<file path="src/rtl/mem_access_pkg.sv">
// mem_access_pkg: shared definitions for the MEM pipeline stage.
//   - state_t       : access sequencer states (IDLE/BUS/DONE/ABORT)
//   - SZ_*          : access size codes carried on xm_size
//   - isMisaligned  : alignment check shared by the stage and any future
//                     store buffer
package mem_access_pkg;

    typedef enum logic [1:0] {
        ST_IDLE  = 2'b00,
        ST_BUS   = 2'b01,
        ST_DONE  = 2'b10,
        ST_ABORT = 2'b11
    } state_t;

    localparam logic [1:0] SZ_BYTE = 2'b00;
    localparam logic [1:0] SZ_HALF = 2'b01;
    localparam logic [1:0] SZ_WORD = 2'b10;

    // Size code 2'b11 is handled as a word everywhere.
    function automatic logic isMisaligned(input logic [1:0] size, input logic [1:0] addrLo);
        logic bad;
        case (size)
            SZ_BYTE: bad = 1'b0;
            SZ_HALF: bad = addrLo[0];
            default: bad = (addrLo != 2'b00);
        endcase
        return bad;
    endfunction

endpackage

</file>
<file path="src/rtl/mem_access_if.sv">
// mem_access_if: word-wide data-bus request/ready handshake.
//   req   : access request, held until ready or abort (master -> slave)
//   we    : 1 = store
//   addr  : word-aligned byte address
//   be    : byte enables
//   wdata : lane-replicated store data
//   ready : access completion (slave -> master)
//   rdata : read word, valid with ready
interface mem_access_if;
    logic        req;
    logic        we;
    logic [31:0] addr;
    logic [3:0]  be;
    logic [31:0] wdata;
    logic        ready;
    logic [31:0] rdata;

    modport master (output req, output we, output addr, output be, output wdata,
                    input ready, input rdata);
    modport slave  (input req, input we, input addr, input be, input wdata,
                    output ready, output rdata);
endinterface

</file>
<file path="src/rtl/mem_access_align.sv">
// mem_align: purely combinational lane handling for sub-word accesses.
//   size/isUnsigned/addrLo : access shape
//   rdata    -> loadData   : selected lane, zero/sign extended to 32 bits
//   wdata    -> storeData  : store value replicated across all lanes
//               storeBe    : byte enables for the addressed lane(s)
module mem_align
    import mem_access_pkg::*;
(
    input  logic [1:0]  size,
    input  logic        isUnsigned,
    input  logic [1:0]  addrLo,
    input  logic [31:0] rdata,
    input  logic [31:0] wdata,
    output logic [31:0] loadData,
    output logic [31:0] storeData,
    output logic [3:0]  storeBe
);

    logic [7:0]  byteLane;
    logic [15:0] halfLane;

    // Pick the byte and halfword lanes addressed by the low address bits.
    always_comb begin
        byteLane = 8'h00;
        case (addrLo)
            2'b00:   byteLane = rdata[7:0];
            2'b01:   byteLane = rdata[15:8];
            2'b10:   byteLane = rdata[23:16];
            2'b11:   byteLane = rdata[31:24];
            default: byteLane = 8'h00;
        endcase
        if (addrLo[1]) begin
            halfLane = rdata[31:16];
        end else begin
            halfLane = rdata[15:0];
        end
    end

    // Extend loads and shape stores according to the access size.
    always_comb begin
        loadData  = 32'h0000_0000;
        storeData = 32'h0000_0000;
        storeBe   = 4'b0000;
        case (size)
            SZ_BYTE: begin
                if (isUnsigned) begin
                    loadData = {24'h00_0000, byteLane};
                end else begin
                    loadData = {{24{byteLane[7]}}, byteLane};
                end
                storeData = {4{wdata[7:0]}};
                storeBe   = 4'b0001 << addrLo;
            end
            SZ_HALF: begin
                if (isUnsigned) begin
                    loadData = {16'h0000, halfLane};
                end else begin
                    loadData = {{16{halfLane[15]}}, halfLane};
                end
                storeData = {2{wdata[15:0]}};
                if (addrLo[1]) begin
                    storeBe = 4'b1100;
                end else begin
                    storeBe = 4'b0011;
                end
            end
            default: begin
                loadData  = rdata;
                storeData = wdata;
                storeBe   = 4'b1111;
            end
        endcase
    end

endmodule

</file>
<file path="src/rtl/mem_access.sv">
// mem_access: MEM pipeline stage. Runs loads/stores over the dbus handshake,
// stalls upstream while an access is in flight, and feeds the MEM/WB register.
//   clk, rst            : clock, asynchronous active-high reset
//   xm_*                : EX/MEM instruction fields (held stable while stalled)
//   dbus                : data-bus master port (req/we/addr/be/wdata, ready/rdata)
//   me_*                : values latched by MEM/WB
//   mem_stall           : freeze PC/IF/ID/EX/EX-MEM
//   misalign            : misaligned access flagged in the instruction's cycle
//   bus_err             : one-cycle pulse when an access times out
module mem_access
    import mem_access_pkg::*;
#(
    parameter int TIMEOUT_CYCLES = 255
) (
    input  logic        clk,
    input  logic        rst,
    input  logic        xm_memRead,
    input  logic        xm_memWrite,
    input  logic [1:0]  xm_size,
    input  logic        xm_unsigned,
    input  logic [31:0] xm_addr,
    input  logic [31:0] xm_wdata,
    input  logic        xm_writeReg,
    input  logic        xm_aluOut_WB_memOut,
    input  logic [4:0]  xm_rd,
    mem_access_if.master dbus,
    output logic        me_aluOut_WB_memOut,
    output logic        me_writeReg,
    output logic [31:0] me_outMem,
    output logic [31:0] me_outAlu,
    output logic [4:0]  me_rd,
    output logic        mem_stall,
    output logic        misalign,
    output logic        bus_err
);

    localparam logic [9:0] TO_LAST = 10'(TIMEOUT_CYCLES - 1);

    state_t      state;
    logic [9:0]  toCnt;
    logic [31:0] rdata_q;

    logic        acc;
    logic        isStore;
    logic        badAlign;
    logic [31:0] loadData;
    logic [31:0] storeData;
    logic [3:0]  storeBe;

    // A store wins when both read and write are flagged.
    assign acc      = xm_memRead | xm_memWrite;
    assign isStore  = xm_memWrite;
    assign badAlign = isMisaligned(xm_size, xm_addr[1:0]);

    mem_align u_align (
        .size       (xm_size),
        .isUnsigned (xm_unsigned),
        .addrLo     (xm_addr[1:0]),
        .rdata      (dbus.rdata),
        .wdata      (xm_wdata),
        .loadData   (loadData),
        .storeData  (storeData),
        .storeBe    (storeBe)
    );

    assign me_outAlu           = xm_addr;
    assign me_rd               = xm_rd;
    assign me_aluOut_WB_memOut = xm_aluOut_WB_memOut;

    // Stall, bubble insertion and load-result selection for the current state.
    always_comb begin
        mem_stall   = 1'b0;
        misalign    = 1'b0;
        me_writeReg = xm_writeReg;
        me_outMem   = 32'h0000_0000;
        case (state)
            ST_IDLE: begin
                if (acc && !badAlign) begin
                    mem_stall   = 1'b1;
                    me_writeReg = 1'b0;
                end else if (acc) begin
                    misalign    = 1'b1;
                    me_writeReg = 1'b0;
                end else begin
                    me_writeReg = xm_writeReg;
                end
            end
            ST_BUS: begin
                mem_stall   = 1'b1;
                me_writeReg = 1'b0;
            end
            ST_DONE: begin
                me_outMem = rdata_q;
            end
            ST_ABORT: begin
                me_writeReg = 1'b0;
            end
            default: begin
                me_writeReg = 1'b0;
            end
        endcase
    end

    // Access sequencer: launches the bus request, waits for ready or timeout.
    always_ff @(posedge clk or posedge rst) begin
        if (rst) begin
            state      <= ST_IDLE;
            dbus.req   <= 1'b0;
            dbus.we    <= 1'b0;
            dbus.addr  <= 32'h0000_0000;
            dbus.be    <= 4'b0000;
            dbus.wdata <= 32'h0000_0000;
            rdata_q    <= 32'h0000_0000;
            toCnt      <= 10'd0;
            bus_err    <= 1'b0;
        end else begin
            bus_err <= 1'b0;
            case (state)
                ST_IDLE: begin
                    if (acc && !badAlign) begin
                        dbus.req  <= 1'b1;
                        dbus.we   <= isStore;
                        dbus.addr <= {xm_addr[31:2], 2'b00};
                        if (isStore) begin
                            dbus.be    <= storeBe;
                            dbus.wdata <= storeData;
                        end else begin
                            dbus.be    <= 4'b1111;
                            dbus.wdata <= 32'h0000_0000;
                        end
                        toCnt <= 10'd0;
                        state <= ST_BUS;
                    end
                end
                ST_BUS: begin
                    if (dbus.ready) begin
                        rdata_q  <= isStore ? 32'h0000_0000 : loadData;
                        dbus.req <= 1'b0;
                        toCnt    <= 10'd0;
                        state    <= ST_DONE;
                    end else if (toCnt == TO_LAST) begin
                        dbus.req <= 1'b0;
                        bus_err  <= 1'b1;
                        toCnt    <= 10'd0;
                        state    <= ST_ABORT;
                    end else begin
                        toCnt <= toCnt + 10'd1;
                    end
                end
                // Return to IDLE unconditionally so the still-held
                // instruction is not relaunched.
                ST_DONE:  state <= ST_IDLE;
                ST_ABORT: state <= ST_IDLE;
                default:  state <= ST_IDLE;
            endcase
        end
    end

endmodule

</file>
<file path="src/flat_wrapper.sv">
// flat-port wrapper written by rule: the top's interface ports become plain ports
module mem_access_flat import mem_access_pkg::*;
#(
    parameter int TIMEOUT_CYCLES = 255
)
  (clk, rst, xm_memRead, xm_memWrite, xm_size, xm_unsigned, xm_addr, xm_wdata, xm_writeReg, xm_aluOut_WB_memOut, xm_rd, me_aluOut_WB_memOut, me_writeReg, me_outMem, me_outAlu, me_rd, mem_stall, misalign, bus_err, dbus_req, dbus_we, dbus_addr, dbus_be, dbus_wdata, dbus_ready, dbus_rdata);
  mem_access_if dbus_i ();
  input  logic clk;
  input  logic rst;
  input  logic xm_memRead;
  input  logic xm_memWrite;
  input  logic [1:0] xm_size;
  input  logic xm_unsigned;
  input  logic [31:0] xm_addr;
  input  logic [31:0] xm_wdata;
  input  logic xm_writeReg;
  input  logic xm_aluOut_WB_memOut;
  input  logic [4:0] xm_rd;
  output logic me_aluOut_WB_memOut;
  output logic me_writeReg;
  output logic [31:0] me_outMem;
  output logic [31:0] me_outAlu;
  output logic [4:0] me_rd;
  output logic mem_stall;
  output logic misalign;
  output logic bus_err;
  output wire logic [$bits(dbus_i.req)-1:0] dbus_req;
  output wire logic [$bits(dbus_i.we)-1:0] dbus_we;
  output wire logic [$bits(dbus_i.addr)-1:0] dbus_addr;
  output wire logic [$bits(dbus_i.be)-1:0] dbus_be;
  output wire logic [$bits(dbus_i.wdata)-1:0] dbus_wdata;
  input wire logic [$bits(dbus_i.ready)-1:0] dbus_ready;
  input wire logic [$bits(dbus_i.rdata)-1:0] dbus_rdata;
  assign dbus_req = dbus_i.req;
  assign dbus_we = dbus_i.we;
  assign dbus_addr = dbus_i.addr;
  assign dbus_be = dbus_i.be;
  assign dbus_wdata = dbus_i.wdata;
  assign dbus_i.ready = dbus_ready;
  assign dbus_i.rdata = dbus_rdata;
  mem_access #(.TIMEOUT_CYCLES(TIMEOUT_CYCLES)) u_core (.clk(clk), .rst(rst), .xm_memRead(xm_memRead), .xm_memWrite(xm_memWrite), .xm_size(xm_size), .xm_unsigned(xm_unsigned), .xm_addr(xm_addr), .xm_wdata(xm_wdata), .xm_writeReg(xm_writeReg), .xm_aluOut_WB_memOut(xm_aluOut_WB_memOut), .xm_rd(xm_rd), .dbus(dbus_i), .me_aluOut_WB_memOut(me_aluOut_WB_memOut), .me_writeReg(me_writeReg), .me_outMem(me_outMem), .me_outAlu(me_outAlu), .me_rd(me_rd), .mem_stall(mem_stall), .misalign(misalign), .bus_err(bus_err));
endmodule
</file>
<file path="config.mk">
export PLATFORM = sky130hd
export DESIGN_NAME = mem_access_flat
export DESIGN_NICKNAME = d
export VERILOG_FILES = /design/src/rtl/mem_access_pkg.sv /design/src/rtl/mem_access_if.sv /design/src/rtl/mem_access_align.sv /design/src/rtl/mem_access.sv /design/src/flat_wrapper.sv
export SDC_FILE = /design/constraint.sdc
export NUM_CORES = 1
export LEC_CHECK = 0
export BUFFER_PORTS_ARGS = -buffer_cell sky130_fd_sc_hd__buf_4
export CAP_MARGIN = 20
export CORE_ASPECT_RATIO = 2
export CORE_MARGIN = 5
export CORE_UTILIZATION = 40
export DETAILED_ROUTE_END_ITERATION = 16
export PLACE_DENSITY_LB_ADDON = 0.2
export SKIP_LAST_GASP = 1
export SLEW_MARGIN = 25
export SYNTH_ARGS = -nofsm -noshare
export SYNTH_HDL_FRONTEND = slang
export SYNTH_SLANG_ARGS = --single-unit
export TNS_END_PERCENT = 1
</file>
<file path="constraint.sdc">
create_clock -name clk -period 3.7 [get_ports clk]
set_input_delay 0.74 -clock clk [delete_from_list [all_inputs] [get_ports clk]]
set_output_delay 0.74 -clock clk [all_outputs]
set_load 0.01 [all_outputs]
</file>
# Word level (Yosys, flattened, before mapping)
# Cells that the tools add are included.
[op_classes]
n_shift = 1
reduce_logical = 14
bitwise = 1
muxes = 36
eq_ne = 10
add_sub_neg = 1
[ops]
columns = ["cell", "count"]
rows = [
  ["2-to-1 mux 32 bit", 5],
  ["one-hot mux 32 bit (2 select lines)", 2],
  ["one-hot mux 8 bit (4 select lines)", 1],
  ["2-to-1 mux 10 bit", 3],
  ["one-hot mux 10 bit (2 select lines)", 1],
  ["2-to-1 mux 16 bit", 1],
  ["2-to-1 mux 1 bit", 12],
  ["adder 10 x 1 -> 10 bit, second input constant", 1],
  ["equality test 10 x 8 -> 1 bit, second input constant", 1],
  ["equality test 2 bit, second input constant", 4],
  ["2-to-1 mux 4 bit", 2],
  ["one-hot mux 1 bit (2 select lines)", 4],
  ["one-hot mux 4 bit (2 select lines)", 1],
  ["AND reduction 2 bit", 4],
  ["equality test 2 x 1 -> 1 bit, second input constant", 3],
  ["logical NOT 2 bit", 3],
  ["2-to-1 mux 2 bit", 3],
  ["one-hot mux 2 bit (3 select lines)", 1],
  ["nonzero test 2 bit", 2],
  ["OR reduction 2 bit", 2],
  ["left shift 1 x 2 -> 4 bit, first input constant", 1],
  ["inequality test 3 x 2 -> 1 bit, second input constant", 1],
  ["AND reduction 3 bit", 1],
  ["inequality test 2 x 1 -> 1 bit, second input constant", 1],
  ["other kinds (3)", 3],
]
[totals]
ff_bits = 113
wordCells = 72
input_bits = 111

# Depth between registers and ports, before layout
# Gate-level depths: netlist of run 1.
[logic_depth]
ltp_word = 6
mapped_depth = 7
ltp_nobuf = 6

# By module
# Synthesis of run 1 repeated with hierarchy kept, for this count alone.
[hier_totals]
hier_cells = 766
hier_area_um2 = 6500.0
[modules_own_cells]
columns = ["mod", "area_each_um2", "instances", "cells_each"]
rows = [
  ["mem_access", 5212.5, 1, 586],
  ["mem_align", 1287.5, 1, 180],
]

# Least setup slack after synthesis of run 1
# No wires, ideal clock.
[synth_timing]
path_type = "input -> output"
startpoint = "input xm_memWrite"
endpoint = "output mem_stall"
path_buffers = 2
setup_slack_ns = 1.216
cell_stages = 6
arrival_time_ns = 1.744
cell_sequence = "buf_2 -> or2_2 -> a31oi_1 -> or2_1 -> buf_2 -> inv_1"
[synth_between]
elab_chain_cells = 4
[synth_lines]
columns = ["item", "line", "text"]
rows = [
  ["start, declared", "flat_wrapper.sv:11", "input logic xm_memWrite;"],
  ["OR 1 bit", "mem_access.sv:51", "assign acc = xm_memRead | xm_memWrite;"],
  ["logical AND 1 bit", "mem_access.sv:78", "if (acc && !badAlign) begin"],
  ["2-to-1 mux 1 bit", "mem_access.sv:78", ""],
  ["one-hot mux 1 bit (2 select lines)", "mem_access.sv:76", "case (state)"],
  ["end, declared", "flat_wrapper.sv:24", "output logic mem_stall;"],
]
# Every way passes these cells.

# Worst setup path after layout of run 1
# Same ends and word-level chain as after synthesis.

==> results of run 1 <==
## worst min-delay path by stage
stage	startpoint	end	slack, ns	cells past startpoint
after floorplan	u_core.rdata_q[10]	u_core.rdata_q[10]	0.44	2
after global placement	u_core.dbus.wdata[31]	u_core.dbus.wdata[31]	0.46	2
after detailed placement	u_core.dbus.wdata[29]	u_core.dbus.wdata[29]	0.47	2
after CTS	rst	u_core.dbus.addr[3]	0.44	2
after global routing	rst	u_core.dbus.addr[7]	0.48	2
final	rst	u_core.dbus.addr[7]	0.43	2
## through the flow
stage | setup WS [ns] | hold slack (ns) | area (um^2) | power [uW]
2_1_floorplan | 1.22 | 0.442 | 5830 | 3080
4_1_cts | 0.819 | 0.440 | 8090 | 5790
3_3_place_gp | 0.850 | 0.464 | 7500 | 4050
5_1_grt | 0.630 | 0.480 | 8090 | 6050
3_5_place_dp | 0.781 | 0.472 | 7500 | 4120
6_report | 0.818 | 0.433 | 8090 | 5710
## metal layers
layer	up-vias	part of all wire	global-route usage
met1	2419	0.36	0.224
met5	-	0	0
met3	35	0.061	0.0435
met4	0	0.033	0.0902
li1	2305	-	-
met2	183	0.55	0.377
## sequential cells by signal, indices dropped and copies added (netlist names)
register / flops
u_core.dbus.req: 1
u_core.dbus.wdata: 32
u_core.dbus.addr: 30
u_core.dbus.we: 1
u_core.dbus.be: 4
u_core.state: 2
u_core.rdata_q: 32
u_core.toCnt: 10
u_core.bus_err: 1
## cells in the final DEF (no fill, tap or decap), types with 2 or more instances in the layout
cell,n
and2_1,41
bufinv_16,3
nand4_1,5
nor2_1,10
nor2b_1,3
dfrtp_1,113
nand2_1,70
nor3_1,8
a211o_1,7
o31ai_1,11
o22ai_1,7
a21oi_1,6
ha_1,2
clkinvlp_4,4
a31oi_1,2
nand3_1,10
buf_4,246
or2_2,3
and3_1,8
a22oi_1,2
o21ai_0,48
a221o_2,10
conb_1,2
clkbuf_16,17
mux2_2,42
nor3b_1,3
clkbuf_1,3
clkinv_2,5
mux2i_1,24
buf_12,3
a221o_1,13
inv_1,5
## worst max-delay path: cells and delay by family
family / cells / cell delay, ns
buffers and inverters: 3 / 0.44
and+or+nand+nor: 2 / 0.72
AOI/OAI and AO/OA: 1 / 0.23
## power breakdown
group / switching [uW] / total [uW] / leakage, uW / internal [uW]
clock network: 565 / 1630 / 0.000283 / 1070
registers: 303 / 2050 / 0.00144 / 1750
logic: 940 / 2020 / 0.00227 / 1080
total: 1810 / 5710 / 0.00399 / 3900
## cell families (layout without fill, tap and decap cells)
family | after synthesis | count (layout) | synth area share
buffers and inverters | 83 | 287 | 0.0849
DFF | 113 | 113 | 0.486
adders and majority gates | 2 | 2 | 0.00430
xor gates and xnor gates | 1 | 1 | 0.00150
muxes | 67 | 67 | 0.126
and+or+nand+nor | 169 | 169 | 0.152
other | 1 | 2 | 0.000644
AOI/OAI and AO/OA | 117 | 117 | 0.145
## area by class of cell
class	instances	area, um^2	share of cell area
Sequential cell	113	2830	0.349
Multi-Input combinational cell	358	2500	0.309
Timing Repair Buffer	249	1910	0.236
Clock buffer	21	450	0.0557
Tap cell	192	240	0.0297
Clock inverter	11	138	0.0170
Inverter	6	26.3	0.00325
==> impl_metrics.toml, run 1 <==
[outcome]
status = "complete, no violations"

[global_routing]
grt_pass1_vias = 5326
grt_pass1_wl_um = 27600
grt-ovfl-total = 0
grt_max_degree = 85
grt_usage = 0.208
antenna_found_initial = 0

[synth]
yosysWarnings = 0
netlist.area_leader.share = 0.486
avgSynthCellArea_um2 = 10.5
synth_seq_cells = 113
synth_cell_type_count = 50
yosys-top-cells-count = "dfrtp_1 (113), nand2_1 (70), o21ai_0 (48)"
synth_top_area_cell = "dfrtp_1"
synthTopCellsByArea = "dfrtp_1 (49%), mux2_2 (8.1%), buf_4 (5.2%)"
syn_inst = 553
ys_async_sr_fraction = 1.00
ys.flop_type = "dfrtp_1"
yosysSeqAreaShare = 0.486
syn_area_mm2 = 0.00582
yosysMostFrequentCell = "dfrtp_1"
synth_edf_count = 0

[placed_design]
port_buffers = 240
gp_congestion = 0.862
dp_hpwl_um = 13500
place_inst = 918

[worst_setup_path]
path_max_fanout = 29
crit_slowest_cell = "or2_1"
critPathMaxStageDelay_ns = 0.39
worst_r2r_endpoint = "u_core.dbus.wdata[15]"
reg2reg_slack_ns = 1.42
timing.rr.start = "u_core.state[1]"
crit_type = "in -> out"
path_cells = "buf_4 -> or2_2 -> a31oi_1 -> or2_1 -> inv_1 -> buf_4"
reg2reg_depth = 5
worst_path_most_repeated_cell = "buf_4"
crit_end = "mem_stall"
cp.arrival_ns = 2.14
crit_start = "xm_memWrite"
cp-start-kind = "primary input"
worst_ep_required_time_ns = 2.96
cp-end-kind = "primary output"

[detailed_routing]
dr.pass1.iters = 4
wirelength_um = 17600
dr_total_vias = 4942
wl_per_cell_um = 18.6
drtIter0Drc = 178
vias_per_cell = 5.20
final_antenna_net_count = 0
drc = 0

[timing]
slew_headroom = 0.476
hold_viol_final = 0
worst_slew_pin_slew_ns = 0.780
fmax_mhz = 347
rsz0062_at_grt = "no"
setup_violations = 0
fin_crit_sh = 0.779
tns_ns = 0
slew_violations = 0
min_period_ns = 2.88
fin_skew_ns = 0.00513

[power_and_ir_drop]
irDropWorstVdd_v = 0.000408
power.density_mw_per_mm2 = 705
leakagePower_uw = 0.00399

[clock_tree]
clk_latency_ns = 0.40
clkTransAtPathRegs_ns = 0.06
cts_tree = "done"
ctsResizeCount = 0
cts_buffer_depth = 2
cts_root_buffer = "clkbuf_16"
ctsHoldBuffers = 0
cts.sinks = 113
postCtsSetupBuffers = 0
h-tree-depth = 4
numCtsBuffers = 17

[floorplan]
io_pins = 255
die_width_um = 95.3
num_rows = 62
core_area_mm2 = 0.0144
die_area_mm2 = 0.0172
start_util = 0.406
die_y_um = 181

[cells_and_area]
fillers = 1288
final_core_util = 0.564
synthToLayoutAreaGrowth_pct = 39.0
drive_above_1_share = 0.456
finalNonFillerCells = 950
final_nets = 858
antennaDiodeCount = 0

[run]
cap_violations = 0

[min_path]
hold_path_class = "in -> async"
Note: power is estimated with default switching activity, not from simulation.
==> inputs of run 2 (changes only) <==
clock period = 2.52 ns   (was 3.7 ns; I/O delays follow)
==> run 2 against run 1 <==
- die area is the same
- routed wire length decreased by 3.8%
- worst setup slack lost 0.42 ns
- clock skew up 0.0049 ns
- combinational power is 46% higher
- final area unchanged
- clock-buffer cell count unchanged
- power rose by 46%
- critical path type unchanged
- critical endpoint unchanged
==> impl_metrics.toml, run 2 (synthesis gave the netlist of run 1 again) <==
[clock_tree]
postCtsSetupBuffers = 0
cts.sinks = 113
cts_tree = "done"
ctsResizeCount = 0
clk_latency_ns = 0.42
ctsHoldBuffers = 0
numCtsBuffers = 17
cts_root_buffer = "clkbuf_16"
cts_buffer_depth = 2
h-tree-depth = 4
clkTransAtPathRegs_ns = 0.05

[power_and_ir_drop]
irDropWorstVdd_v = 0.000513
leakagePower_uw = 0.00400
p_total_uw = 8320
power.density_mw_per_mm2 = 1030

[run]
cap_violations = 0

[worst_setup_path]
reg2reg_slack_ns = 0.73
path_max_fanout = 29
cp-start-kind = "primary input"
critPathMaxStageDelay_ns = 0.33
crit_slowest_cell = "or2_2"
path_cells = "buf_4 -> or2_2 -> a31oi_1 -> or2_1 -> inv_1 -> buf_4"
crit_type = "in -> out"
worst_ep_required_time_ns = 2.02
cp.arrival_ns = 1.62
worst_path_most_repeated_cell = "buf_4"
cp-end-kind = "primary output"

[outcome]
status = "complete, no violations"

[timing]
setup_violations = 0
fin_crit_sh = 0.841
tns_ns = 0
hold_viol_final = 0
slew_violations = 0
fin_skew_ns = 0.0101
slew_headroom = 0.508
min_period_ns = 2.12
worst_slew_pin_slew_ns = 0.737
fmax_mhz = 472
rsz0062_at_grt = "no"

[detailed_routing]
wirelength_um = 17000
drc = 0
wl_per_cell_um = 17.8
vias_per_cell = 5.14
dr.pass1.iters = 4
final_antenna_net_count = 0
drtIter0Drc = 152
dr_total_vias = 4896

[floorplan]
die_area_mm2 = 0.0172
io_pins = 255
core_area_mm2 = 0.0144
start_util = 0.406
die_y_um = 181
num_rows = 62
die_width_um = 95.3

[placed_design]
port_buffers = 240
dp_hpwl_um = 13000
gp_congestion = 0.823

[cells_and_area]
multi_input_area_mm2 = 0.00251
layout_commonest_cell = "buf_4"
final_cell_mix = "buf_4 (249), dfrtp_1 (113), nand2_1 (70)"
seq_area_mm2 = 0.00283
antennaDiodeCount = 0
fillers = 1292
drive_above_1_share = 0.457
top_regs = "u_core.dbus.wdata x32, u_core.rdata_q x32, u_core.dbus.addr x30"
final_nets = 860
synthToLayoutAreaGrowth_pct = 39.0

[global_routing]
antenna_found_initial = 0
grt_max_degree = 114
grt_usage = 0.200
grt-ovfl-total = 0
grt_pass1_wl_um = 26500
grt_pass1_vias = 5125

[min_path]
hold_path_class = "in -> async"
-- run 2: cell count changes in the layout (fill, tap and decap cells not counted), sizes merged --
cell and change:
clkinvlp -1, clkinv +1, buf +2
-- run 2: routing by layer --
metal	global-route usage	wire length, um
met1	0.211	5930
met5	0	0
met3	0.0506	1230
met4	0.0920	539
met2	0.358	9270
-- run 2: metrics by stage --
step	setup slack, ns	utilization	cells	area, um^2	hold WS, ns
after global placement	0.382	0.523	920	7510	0.465
after detailed placement	0.393	0.523	920	7510	0.471
final	0.401	0.564	952	8090	0.256
after global routing	0.293	0.564	952	8090	0.297
after CTS	0.386	0.563	952	8090	0.291
after floorplan	0.508	-	554	5830	0.442
-- run 2: final timing paths --
check,to,startpoint,cells past startpoint
worst min-delay path,u_core.dbus.addr[22],rst,3
worst max register to register,u_core.toCnt[9],u_core.state[0],4
worst min register to register,u_core.dbus.wdata[3],u_core.dbus.wdata[3],2
max in group asynchronous,u_core.state[0],rst,3
min in group clk,u_core.state[0],dbus_ready,2
worst max-delay path,mem_stall,xm_memWrite,6
-- run 2: layout make-up --
cell class | count | area share
timing repair buffer | 251 | 0.236
multi-input combinational | 358 | 0.310
inverter | 6 | 0.00325
clock buffer | 21 | 0.0544
sequential | 113 | 0.349
clock inverter | 11 | 0.0172
tap | 192 | 0.0297
-- run 2: critical path: cells and delay by family --
family	cells	cell delay, ns
AO/OA/AOI/OAI	1	0.19
AND/OR/NAND/NOR	2	0.50
buffers and inverters	3	0.42
-- run 2: report_power, final --
| group | internal, uW | leakage, uW | switching [uW] | total (uW) |
|---|---|---|---|---|
| combinational | 1580 | 0.00228 | 1360 | 2940 |
| clock | 1540 | 0.000281 | 827 | 2370 |
| sequential | 2570 | 0.00144 | 438 | 3010 |
